--- config.mk ---
export PLATFORM = sky130hd
export DESIGN_NAME = uart_fifo
export DESIGN_NICKNAME = d
export VERILOG_FILES = /design/src/rtl/uart_fifo.sv
export SDC_FILE = /design/constraint.sdc
export NUM_CORES = 1
export LEC_CHECK = 0
export BUFFER_PORTS_ARGS = -buffer_cell sky130_fd_sc_hd__buf_2
export CAP_MARGIN = 20
export CORE_MARGIN = 2
export CORE_UTILIZATION = 42
export CTS_CLUSTER_SIZE = 10
export DETAILED_ROUTE_END_ITERATION = 16
export PLACE_DENSITY = 0.64
export SYNTH_ARGS = -nofsm -noshare
export SYNTH_HDL_FRONTEND = slang
export SYNTH_SLANG_ARGS = --single-unit
--- constraint.sdc ---
create_clock -name clk_i -period 8.1 [get_ports clk_i]
set_clock_uncertainty 0.2 [all_clocks]
set_input_delay 2.025 -clock clk_i [delete_from_list [all_inputs] [get_ports clk_i]]
set_output_delay 2.025 -clock clk_i [all_outputs]
set_load 0.005 [all_outputs]
--- src/rtl/uart_fifo.sv ---
// rtl/uart_fifo.sv - synchronous FIFO with sticky overflow/underflow flags and optional watermark (UART_FIFO_WMARK_EN)
module uart_fifo #(
    parameter int Width = 8,
    parameter int Depth = 128,
    localparam int AW = $clog2(Depth),
    localparam int LW = AW + 1
) (
    input  logic             clk_i,
    input  logic             rst_ni,
    input  logic             clr_i,
    input  logic             we_i,
    input  logic [Width-1:0] wdata_i,
    input  logic             re_i,
    output logic [Width-1:0] rdata_o,
    output logic             rvalid_o,
    output logic             full_o,
    output logic             empty_o,
    output logic [LW-1:0]    level_o,
    input  logic [LW-1:0]    thresh_i,
    output logic             thresh_o,
    output logic             ovf_o,
    output logic             udf_o
);

    logic [Width-1:0] mem [Depth];
    logic [LW-1:0]    wptr;
    logic [LW-1:0]    rptr;
    logic             ra;
    logic             wa;

    // Extra MSB on each pointer distinguishes full from empty when addresses match.
    assign empty_o = (wptr == rptr);
    assign full_o  = (wptr[AW-1:0] == rptr[AW-1:0]) && (wptr[AW] != rptr[AW]);
    assign level_o = wptr - rptr;

    assign ra = re_i & ~empty_o & ~clr_i;
    assign wa = we_i & (~full_o | ra) & ~clr_i;

    always_ff @(posedge clk_i) begin
        if (wa) begin
            mem[wptr[AW-1:0]] <= wdata_i;
        end
    end

    always_ff @(posedge clk_i or negedge rst_ni) begin
        if (!rst_ni) begin
            wptr     <= '0;
            rptr     <= '0;
            rdata_o  <= '0;
            rvalid_o <= 1'b0;
            ovf_o    <= 1'b0;
            udf_o    <= 1'b0;
        end else if (clr_i) begin
            wptr     <= '0;
            rptr     <= '0;
            rvalid_o <= 1'b0;
            ovf_o    <= 1'b0;
            udf_o    <= 1'b0;
        end else begin
            if (wa) begin
                wptr <= wptr + LW'(1);
            end
            if (ra) begin
                rptr    <= rptr + LW'(1);
                rdata_o <= mem[rptr[AW-1:0]];
            end
            rvalid_o <= ra;
            if (we_i && !wa) begin
                ovf_o <= 1'b1;
            end
            if (re_i && !ra) begin
                udf_o <= 1'b1;
            end
        end
    end

`ifdef UART_FIFO_WMARK_EN
    assign thresh_o = (level_o >= thresh_i) && (thresh_i != '0);
`else
    logic unused_thresh;
    assign unused_thresh = ^thresh_i;
    assign thresh_o      = 1'b0;
`endif

endmodule

After elaboration in Yosys (flattened, before gate mapping)
Memories as Yosys holds them, arrays and structs flattened. A register that Yosys moved wholly into a read port is not among the register bits.
Index checks and enable logic that the tools add are counted.

storage, ports and cells
  input bits = 21
  word-level logic and storage cells = 42
  RAM bits = 1,024
  flip-flop bits (word level) = 19
  memories kept = 1
  output and inout bits = 22

memory list
  memory  depth  width  rd ports  clocked after Yosys merged registers in  write ports  RTL line  source
  mem     128    8      1         1                                        1            25        logic [Width-1:0] mem [Depth];

cells by class
  mux-type cells = 11
  bitwise gates (word level) = 8
  equality and inequality tests = 3
  add/sub/neg operators = 3
  reduce and logical (&&, ||, !) cells = 11

operators by type and width
  operator                                                       count
  8-bit 2-to-1 mux                                               4
  8-bit by 1-bit adder with 8-bit output, second input constant  2
  8-bit == test                                                  1
  2-bit nonzero test                                             4
  8-bit subtractor                                               1
  7-bit == test                                                  1
  1-bit 2-to-1 mux                                               7
  1-bit AND                                                      4
  1-bit logical AND                                              3
  1-bit zero test                                                3
  1-bit NOT                                                      3
  2-bit AND reduction                                            1
  1-bit != test                                                  1
  1-bit OR                                                       1

Depth between registers and ports, before layout
  depth after elaboration = 11
  gate-level depth with buffers = 13
  gate-level depth less buffers = 9

Least setup slack after synthesis
Ideal clock, no wire load.

  kind = flip-flop to output port
  start = reg rptr[2]
  end = out level_o[7]
  arrival time = 2.113 ns
  path buffers = 3
  cell stages (with the launch flop) = 11
  slack = 3.762 ns
  required time = 5.875 ns
  cell sequence = dfrtp_1 buf_6 inv_2 buf_4 buf_1 ha_1 a21oi_1 o21bai_1 a21oi_1 o21ai_0 xnor2_1

between the ends
  word-level cells in the longest chain between the ends = 1

RTL lines
  element                 RTL line  source
  start, declared         27        logic [LW-1:0] rptr;
  start signal, assigned  64        rptr <= rptr + LW'(1);
  8-bit subtractor        34        assign level_o = wptr - rptr;
  end, declared           18        output logic [LW-1:0] level_o,

Every way passes these cells.

Final worst setup path
  start = reg rptr[0]
  end = out level_o[6]

The elaborated chain is that of the path after synthesis.

==> results.yml <==
critical_path:
  slowest_delay_ns: 1.03
  start_kind: "register"
  cp.required_ns: 5.88
  crit_slowest_cell: "dfrtp_4"
  cpMostUsedCell: "a21oi_1"
  critPathTopFamily: "flip-flops"
  crit_path_end_kind: "output port"
  crit_arrival_ns: 3.29
  path_class: "reg2out"
  critPathMaxFanout: 44
  cp.buffers_inverters: 2
  path_cells: "ha_1 -> fa_1 -> inv_1 -> a21o_1 -> a21oi_1 -> o21bai_1 -> a21oi_1 -> xnor2_1 -> buf_2"
layout:
  layout.nets: 2187
  area_growth_pct: 11.1
  drive_gt1_share_pct: 17.5
  multi_input_area_um2: 8970
  fin_area_um2: 45800
  fill_cells: 7886
  n_antenna_cell: 0
  seqCellArea_um2: 31400
yosys:
  syn_avg_cell_area_um2: 19.7
  synthFlopType: "edfxtp_1"
  synth_nets: 2119
  async_flop_share_pct: 2.57
  synth_cells: 2088
  synth_warnings: 0
  ys_seq_elements: 1051
  synthesis.area_um2: 41200
  ys_types: 48
  yosys.area.top_type: "edfxtp_1"
  synth_commonest_cells: "edfxtp_1 (1024), mux4_2 (192), nor2_1 (177)"
  yosysMostFrequentCell: "edfxtp_1"
  seq_area_frac_synth_pct: 76.3
  synth.top_cell.area_share_pct: 74.6
  synth_area_leaders: "edfxtp_1 (75%), mux4_2 (10%), mux2i_1 (3.5%), dfrtp_1 (1.6%), nor2_1 (1.6%)"
  synth_edf_count: 1024
clocking:
  cts_setup_buffers: 0
  cts-root-buf: "clkbuf_16"
  cts.sink_count: 1051
  clockBufferDepth: 3
  cts-resized-gates: 0
  cts_made_buffers: 115
  clkTransAtPathRegs_ns: 0.06
  cts_max_level: 3
  clock_latency_ns: 0.69
  postCtsHoldBufs: 0
  cts_tree: "built"
floorplan:
  dieArea_um2: 101000
  initial_core_util_pct: 42.5
  die_h_um: 317
  core_um2: 97000
  fp.dieW_um: 317
  io_pins: 43
  core.rowCount: 114
sta:
  rsz0062_at_grt: "no"
  holdWs_ns: 0.299
  setup_slack_ns: 2.58
  tns_ns: 0
  finalHoldViolations: 0
  finalCriticalPeriod_ns: 5.52
  slew_violations: 0
  max_freq_mhz: 181
  max-slew-margin-rel_pct: 27.3
  finalSetupViolCount: 0
  min_period_over_period_pct: 68.1
  worstMarginPinSlew_ns: 1.09
global_routing:
  grt_util_all_layers_pct: 18.8
  grt_pass1_vias: 20700
  grt-ovfl-total: 0
  antenna_found_initial: 0
  grt_pass1_wl_mm: 138
  grt_max_degree: 138
drt:
  drtIter0Drc: 2152
  vias_per_cell: 5.81
  vias: 20400
  drc: 0
  drt-met1-wl_mm: 38.7
  final_antenna_net_count: 0
  met2WireLength_mm: 45.6
  wl_mm: 93.9
  top_layer: "met4"
  route.detailed.wl_per_inst_um: 26.8
  dr.pass1.iters: 7
  dr_wl_met3_mm: 6.85
placed_design:
  place_area_um2: 42500
  port_buffers: 33
  dp_hpwl_mm: 56.1
  gp_congestion: 0.846
  dpl_worst_slack_ns: 2.94
hold_path:
  hp-class: "reg2reg"
pwr:
  finalPower_mw: 11.9
  power.leakage_nw: 13.8
  p_per_area_nw_per_um2: 261
  ir_worst_vdd_mv: 0.173
run_status:
  status: "finished clean"
flow_run:
  maxCapViolations: 0
==> report_power, final <==
| group | switching (mW) | total (mW) | internal, mW |
|---|---|---|---|
| clock | 1.99 | 4.64 | 2.65 |
| sequential | 0.0784 | 6.08 | 6.00 |
| combinational | 0.659 | 1.22 | 0.559 |
| total | 2.73 | 11.9 | 9.20 |
==> worst reg2reg max path, cell delays in order (launching register included) <==
cell	delay, ns
dfrtp_4	1.03
buf_12	0.60
buf_12	0.71
mux4_2	0.76
a22oi_1	0.33
a21oi_1	0.23
o22ai_1	0.40
a31oi_1	0.13
==> metrics by stage <==
stage          cells  util [%]
3_3_place_gp    3312      43.8
5_1_grt         3504      47.2
2_1_floorplan   2088         -
6_report        3504      47.2
3_5_place_dp    3315      43.8
4_1_cts         3504      47.2
==> cells by family after synthesis <==
family          Yosys count  synth area share, %
flops                  1051                 76.3
mux                     337                 14.0
simple gates            315                 3.27
compound gates          231                 3.72
buf+inv                 125                 2.00
xor+xnor                 18                0.383
fa+ha+maj                10                0.322
other cells               1              0.00910
==> routing by layer <==
metal  GRT usage (%)  up-vias
met5               0        -
met4            6.32        0
met3            2.94      150
met2            30.1      780
met1            26.5    10800
li1                -     8686
==> registers in the layout, summed over array words and instances (netlist names) <==
register / cells
rdata_o: 8
rptr: 8
ovf_o: 1
mem: 1024
wptr: 8
udf_o: 1
rvalid_o: 1
==> worst paths after layout <==
kind	cells past startpoint	slack (ns)	end	startpoint
min in group asynchronous	1	1.19	ovf_o$_DFFE_PN0P_	rst_ni
worst max register to register	7	3.54	rdata_o[7]$_DFFE_PN0P_	rptr[0]$_DFFE_PN0P_
worst min register to register	2	0.30	ovf_o$_DFFE_PN0P_	ovf_o$_DFFE_PN0P_
worst min-delay path	2	0.30	ovf_o$_DFFE_PN0P_	ovf_o$_DFFE_PN0P_
max in group asynchronous	1	5.92	rptr[0]$_DFFE_PN0P_	rst_ni
worst max-delay path	9	2.58	level_o[6]	rptr[0]$_DFFE_PN0P_
==> layout by cell type, fill, tap and decap left out, types with 7 or more instances in the layout <==
cell type,synthesis,layout
inv_1,10,10
a22oi_1,64,64
o41ai_1,8,8
nor2_1,177,174
xnor2_1,14,14
o221ai_1,8,8
buf_4,9,31
ha_1,9,9
nand3_1,9,7
clkbuf_1,24,65
buf_2,49,26
clkbuf_16,0,116
nor3_1,43,43
nor4_1,9,9
a21oi_1,43,43
edfxtp_1,1024,1024
mux2i_1,145,145
dfrtp_1,27,25
a31oi_1,17,17
o22ai_1,64,64
nand2_1,51,51
mux4_2,192,192
a211oi_1,16,16
==> layout make-up <==
cell class,instances,share of cell area [%]
sequential,1051,68.7
multi-input combinational,912,19.6
clock buffer,182,6.91
tap,1276,3.49
timing repair buffer,62,0.973
clock inverter,7,0.251
inverter,14,0.115
No activity file was read; power rests on OpenSTA's default activity.
